$ cat src/rtl/hms_time_core.sv
// Hours:minutes:seconds timekeeping core with 12h/24h format, up/down counting,
// validated parallel load and per-field set increments.
module hms_time_core #(
  parameter bit MODE_12H    = 1'b0,
  parameter bit SAT_ON_ZERO = 1'b1
) (
  input  logic       clk,
  input  logic       rst_n,
  input  logic       tick,
  input  logic       down,
  input  logic       clear,
  input  logic       load,
  input  logic [4:0] load_h,
  input  logic [5:0] load_m,
  input  logic [5:0] load_s,
  input  logic       load_pm,
  input  logic       inc,
  input  logic [1:0] inc_sel,
  output logic [4:0] hours,
  output logic [5:0] minutes,
  output logic [5:0] seconds,
  output logic       pm,
  output logic       day_wrap,
  output logic       at_zero,
  output logic       load_err
);

  localparam logic [4:0] H_ZERO    = MODE_12H ? 5'd12 : 5'd0;
  localparam logic [4:0] H_TOP_MAX = MODE_12H ? 5'd11 : 5'd23;

  logic [4:0] r_hours;
  logic [5:0] r_minutes;
  logic [5:0] r_seconds;
  logic       r_pm;
  logic       r_day_wrap;
  logic       r_load_err;

  logic [4:0] w_hours_nxt;
  logic [5:0] w_minutes_nxt;
  logic [5:0] w_seconds_nxt;
  logic       w_pm_nxt;
  logic       w_day_wrap_nxt;
  logic       w_load_err_nxt;
  logic       w_at_zero;
  logic       w_hours_ok;
  logic       w_load_ok;

  assign w_at_zero  = (r_hours == H_ZERO) && (r_minutes == 6'd0) &&
                      (r_seconds == 6'd0) && !r_pm;
  assign w_hours_ok = MODE_12H ? ((load_h != 5'd0) && (load_h <= 5'd12))
                               : (load_h <= 5'd23);
  assign w_load_ok  = w_hours_ok && (load_m <= 6'd59) && (load_s <= 6'd59);

  always_comb begin
    w_hours_nxt    = r_hours;
    w_minutes_nxt  = r_minutes;
    w_seconds_nxt  = r_seconds;
    w_pm_nxt       = r_pm;
    w_day_wrap_nxt = 1'b0;
    w_load_err_nxt = 1'b0;

    if (clear) begin
      w_hours_nxt   = H_ZERO;
      w_minutes_nxt = 6'd0;
      w_seconds_nxt = 6'd0;
      w_pm_nxt      = 1'b0;
    end else if (load) begin
      if (w_load_ok) begin
        w_hours_nxt   = load_h;
        w_minutes_nxt = load_m;
        w_seconds_nxt = load_s;
        w_pm_nxt      = load_pm;
      end else begin
        w_load_err_nxt = 1'b1;
      end
    end else if (inc) begin
      // Set buttons adjust one field in isolation; no carries, no day_wrap.
      case (inc_sel)
        2'd0: w_seconds_nxt = (r_seconds == 6'd59) ? 6'd0 : r_seconds + 6'd1;
        2'd1: w_minutes_nxt = (r_minutes == 6'd59) ? 6'd0 : r_minutes + 6'd1;
        2'd2: begin
          if (MODE_12H) begin
            if (r_hours == 5'd12) begin
              w_hours_nxt = 5'd1;
            end else begin
              w_hours_nxt = r_hours + 5'd1;
              if (r_hours == 5'd11) w_pm_nxt = ~r_pm;
            end
          end else begin
            w_hours_nxt = (r_hours == 5'd23) ? 5'd0 : r_hours + 5'd1;
          end
        end
        default: ;
      endcase
    end else if (tick) begin
      if (!down) begin
        if (r_seconds == 6'd59) begin
          w_seconds_nxt = 6'd0;
          if (r_minutes == 6'd59) begin
            w_minutes_nxt = 6'd0;
            if (MODE_12H) begin
              if (r_hours == 5'd12) begin
                w_hours_nxt = 5'd1;
              end else begin
                w_hours_nxt = r_hours + 5'd1;
                // Midnight is the pm -> am transition at 11:59:59 -> 12:00:00.
                if (r_hours == 5'd11) begin
                  w_pm_nxt       = ~r_pm;
                  w_day_wrap_nxt = r_pm;
                end
              end
            end else if (r_hours == 5'd23) begin
              w_hours_nxt    = 5'd0;
              w_day_wrap_nxt = 1'b1;
            end else begin
              w_hours_nxt = r_hours + 5'd1;
            end
          end else begin
            w_minutes_nxt = r_minutes + 6'd1;
          end
        end else begin
          w_seconds_nxt = r_seconds + 6'd1;
        end
      end else if (w_at_zero) begin
        if (!SAT_ON_ZERO) begin
          w_hours_nxt    = H_TOP_MAX;
          w_minutes_nxt  = 6'd59;
          w_seconds_nxt  = 6'd59;
          w_pm_nxt       = MODE_12H;
          w_day_wrap_nxt = 1'b1;
        end
      end else begin
        // Not at zero time, so a borrow into hours never underflows 24h hour 0.
        if (r_seconds == 6'd0) begin
          w_seconds_nxt = 6'd59;
          if (r_minutes == 6'd0) begin
            w_minutes_nxt = 6'd59;
            if (MODE_12H && (r_hours == 5'd1)) begin
              w_hours_nxt = 5'd12;
            end else begin
              w_hours_nxt = r_hours - 5'd1;
              if (MODE_12H && (r_hours == 5'd12)) w_pm_nxt = ~r_pm;
            end
          end else begin
            w_minutes_nxt = r_minutes - 6'd1;
          end
        end else begin
          w_seconds_nxt = r_seconds - 6'd1;
        end
      end
    end

    if (!MODE_12H) w_pm_nxt = 1'b0;
  end

  always_ff @(posedge clk or negedge rst_n) begin
    if (!rst_n) begin
      r_hours    <= H_ZERO;
      r_minutes  <= 6'd0;
      r_seconds  <= 6'd0;
      r_pm       <= 1'b0;
      r_day_wrap <= 1'b0;
      r_load_err <= 1'b0;
    end else begin
      r_hours    <= w_hours_nxt;
      r_minutes  <= w_minutes_nxt;
      r_seconds  <= w_seconds_nxt;
      r_pm       <= w_pm_nxt;
      r_day_wrap <= w_day_wrap_nxt;
      r_load_err <= w_load_err_nxt;
    end
  end

  assign hours    = r_hours;
  assign minutes  = r_minutes;
  assign seconds  = r_seconds;
  assign pm       = r_pm;
  assign day_wrap = r_day_wrap;
  assign at_zero  = w_at_zero;
  assign load_err = r_load_err;

endmodule
$ cat config.mk
export PLATFORM = sky130hd
export DESIGN_NAME = hms_time_core
export DESIGN_NICKNAME = d
export VERILOG_FILES = /design/src/rtl/hms_time_core.sv
export SDC_FILE = /design/constraint.sdc
export NUM_CORES = 1
export LEC_CHECK = 0
export ABC_AREA = 1
export CORE_UTILIZATION = 30
export DETAILED_ROUTE_END_ITERATION = 7
export PLACE_DENSITY = 0.53
export REMOVE_ABC_BUFFERS = 1
export SLEW_MARGIN = 25
export SYNTH_ARGS = -nofsm -noshare
export SYNTH_HDL_FRONTEND = slang
export SYNTH_SLANG_ARGS = --single-unit
export TNS_END_PERCENT = 10
$ cat constraint.sdc
create_clock -name clk -period 1.75 [get_ports clk]
set_input_delay 0.35 -clock clk [delete_from_list [all_inputs] [get_ports clk]]
set_output_delay 0.35 -clock clk [all_outputs]
set_load 0.05 [all_outputs]
==> results by group <==
Floorplan
  • Die area: 0.00721 mm^2
  • Ports: 48
  • Core Rows: 29
  • Die Wd: 84.9 um
  • Die height: ~85 um
  • Effective utilization at floorplan: roughly a third
  • Core Footprint: around 0.0065 mm^2

Placement
  • Hpwl dp: 4900 um
  • PortBufs: 45
  • GPL Wtd Cong: ~0.84
  • Pre-CTS setup slack: -247 ps

Critical path
  • Crit start category: flip-flop
  • Crit-path max FO: 2
  • Critical path class: flip-flop to primary output
  • Critical Path Sink Type: primary output
  • Arrival time worst endpoint: 1570 ps
  • Worst setup startpoint: minutes[0]$_DFFE_PN0P_
  • Worst Path Required: 1400 ps
  • Reg-to-Reg Start: minutes[0]$_DFFE_PN0P_

Global route
  • Initial antenna violation count: 0
  • Number of global-route vias before repair: 2214
  • Total gr overflow: 0
  • First-pass GRT wire length: ~11000 um
  • Largest net degree at the start of global routing: 20
  • GRT Overall Usage: about a fifth

Run
  • Max-Cap Viols: 0

Clock tree
  • Max Root-Sink Buffers: 2
  • Sink Count: 19
  • H-Tree Depth: 1
  • Root buf cell: clkbuf_8
  • Worst-path clk slew: about 80 ps
  • Inserted Clock Buffers: 3
  • Clock latency on the worst-skew pair: 260 ps
  • TritonCTS clock tree: yes

Layout
  • Layout Area Growth over Synthesis: 48.6%
  • # diodes: 0
  • Fraction of layout instances using a drive strength above 1: about a quarter
  • Layout fillers: 673
  • Fin util: 47.2%
  • Final net count: 440

Logic synthesis
  • Synth Area in XOR/XNOR: a little under 3%
  • Post-Syn Area: 0.00206 mm^2
  • Simple-gate share of the synthesized area: 50.4%
  • Post-synthesis compound-gate area fraction: about 8.9%
  • Sequential element share of the synthesized area: around 23%
  • Yosys reg bits: 19
  • Synth unique cells: 29
  • Syn Inst Count: ~320
  • Post-Synth Adder-Cell Area: 4.85%
  • Post-synthesis mux area share: 0%
  • Largest family of logic cells by synthesized area: simple AND/OR/NAND/NOR gates
  • Yosys warning total: 0
  • Syn Area/Cell: 6.49 um^2

Route
  • Initial DRC count: a little over 80
  • Antenna Nets Post-Route: 0
  • DR DRC count: 3
  • Final WL: just over 6000 um
  • Via count: 2229
  • Vias/cell: 4.63
  • Initial DRT Pass Iterations: 6
  • Routed len/inst: roughly 13 um

Timing
  • RSZ-0062 raised after global routing: yes
  • Tcrit/Tclk final: 110%
  • Crit path time final: 1920 ps
  • PnR worst setup slack: -174 ps
  • Hold Vio Cnt, Final: 0
  • Final Slew Violations: 0
  • Endpoints failing setup: 6
  • F_max: 520 MHz
  • Skew final: 3.57 ps
  • Final Hold Slack: 437 ps

Power and ir drop
  • Leak: 1.57 nW
  • Cell Pwr Density: 793 mW/mm^2
  • Max IR drop VDD: 0.000267 V

Worst hold path
  • Worst Hold Class: input pin to async pin

Run status
  • Status: finished, violations left
  • Failing checks: DRC, setup timing
[synthesized netlist by cell type]
library cell | number | share of area, %
buf_6 | 3 | 1.6
nand4_1 | 5 | 1.5
nand3_4 | 4 | 3.4
nand2_2 | 3 | 0.91
conb_1 | 1 | 0.18
a21oi_1 | 9 | 2.2
buf_4 | 3 | 1.1
nor2_4 | 6 | 3.3
o21ai_1 | 4 | 0.97
nor4_1 | 2 | 0.61
inv_1 | 33 | 6.0
o211ai_1 | 3 | 1.1
nand2_4 | 6 | 3.3
buf_1 | 1 | 0.18
nand3b_1 | 1 | 0.36
nand3_2 | 2 | 0.97
nor2_8 | 2 | 1.9
a21boi_0 | 1 | 0.36
dfrtp_1 | 19 | 23
xor2_1 | 5 | 2.1
ha_1 | 8 | 4.9
xnor2_1 | 2 | 0.85
o21ai_2 | 1 | 0.42
nor2_2 | 5 | 1.5
o21ai_0 | 16 | 3.9
nand2_1 | 109 | 20
nand3_1 | 31 | 7.5
inv_2 | 4 | 0.73
nor2_1 | 29 | 5.3
[placed cells by master, fill, tap and decap left out, types with 6 or more instances in the layout]
cell / n
nand2_1: 107
buf_4: 52
inv_1: 32
nand3_1: 31
nor2_1: 29
clkdlybuf4s50_1: 25
dfrtp_1: 19
o21ai_0: 16
buf_12: 12
a21oi_1: 9
nor2_4: 7
nand2_4: 6
ha_1: 6
[sequential cells by signal, indices dropped and copies added, names as in the netlist]
register  cells
hours         5
minutes       6
load_err      1
seconds       6
day_wrap      1
[per-layer routing]
metal	GRT usage, %	vias up	part of all wire [%]
met4	4.62	0	0.56
li1	-	1181	-
met3	3.11	2	4.4
met2	32.0	49	48
met1	24.6	997	47
met5	0	-	0
[logic make-up (layout without fill, tap and decap cells)]
group	Yosys count	after routing
and+or+nand+nor	205	205
other	1	1
DFF	19	19
xor gates and xnor gates	7	7
adders and majority gates	8	8
buffers and inverters	44	130
AOI/OAI and AO/OA	34	34
[metrics by stage]
stage          area (um^2)  setup TNS [ps]  cells  power, W
3_3_place_gp          2960           -3730    474   0.00202
6_report              3070            -457    481   0.00243
5_1_grt               3070           -2210    481   0.00262
4_1_cts               3050            -506    481   0.00243
2_1_floorplan         2000           -3900    311   0.00140
3_5_place_dp          2960           -3950    474   0.00203
[final cells by class]
| type | count | area (um^2) | share of cell area (%) |
|---|---|---|---|
| clock buffer | 4 | 45.0 | 1.47 |
| timing repair buffer | 89 | 881 | 28.7 |
| multi-input combinational | 255 | 1430 | 46.6 |
| inverter | 37 | 139 | 4.53 |
| sequential | 19 | 475 | 15.5 |
| tap | 77 | 96.3 | 3.14 |
[worst max-delay path, stage by stage (launching register included)]
cell	delay, ps
dfrtp_1	400
inv_2	80
ha_1	140
inv_1	60
nor2_4	110
nand3_4	90
nor4_4	150
buf_4	160
buf_12	120
[power breakdown]
part | internal, W | switching [W] | leakage (nW)
logic | 0.000650 | 0.000886 | 1.30
registers | 0.000502 | 0.0000672 | 0.250
clock network | 0.000162 | 0.000166 | 0.0228
total | 0.00131 | 0.00112 | 1.57
[worst paths after layout]
path,endpoint,slack (ps),depth (start not counted)
hold reg to reg,hours[1]$_DFFE_PN0P_,620,3
hold / removal,seconds[1]$_DFFE_PN0P_,440,2
max in group asynchronous,load_err$_DFF_PN0_,1080,2
setup reg to reg,hours[4]$_DFFE_PN0P_,-60,13
setup / recovery,at_zero,-170,8
min in group clk,hours[1]$_DFFE_PN0P_,620,3
[timing repair]
action | 4_1_cts | 5_1_grt
pin swaps | 2 | 0
endpoints found under the setup margin | 6 | 18
gates resized for setup | 7 | 2
buffers inserted | 3 | 0
hold buffers | 0 | 0
(Power assumes the default switching activity.)
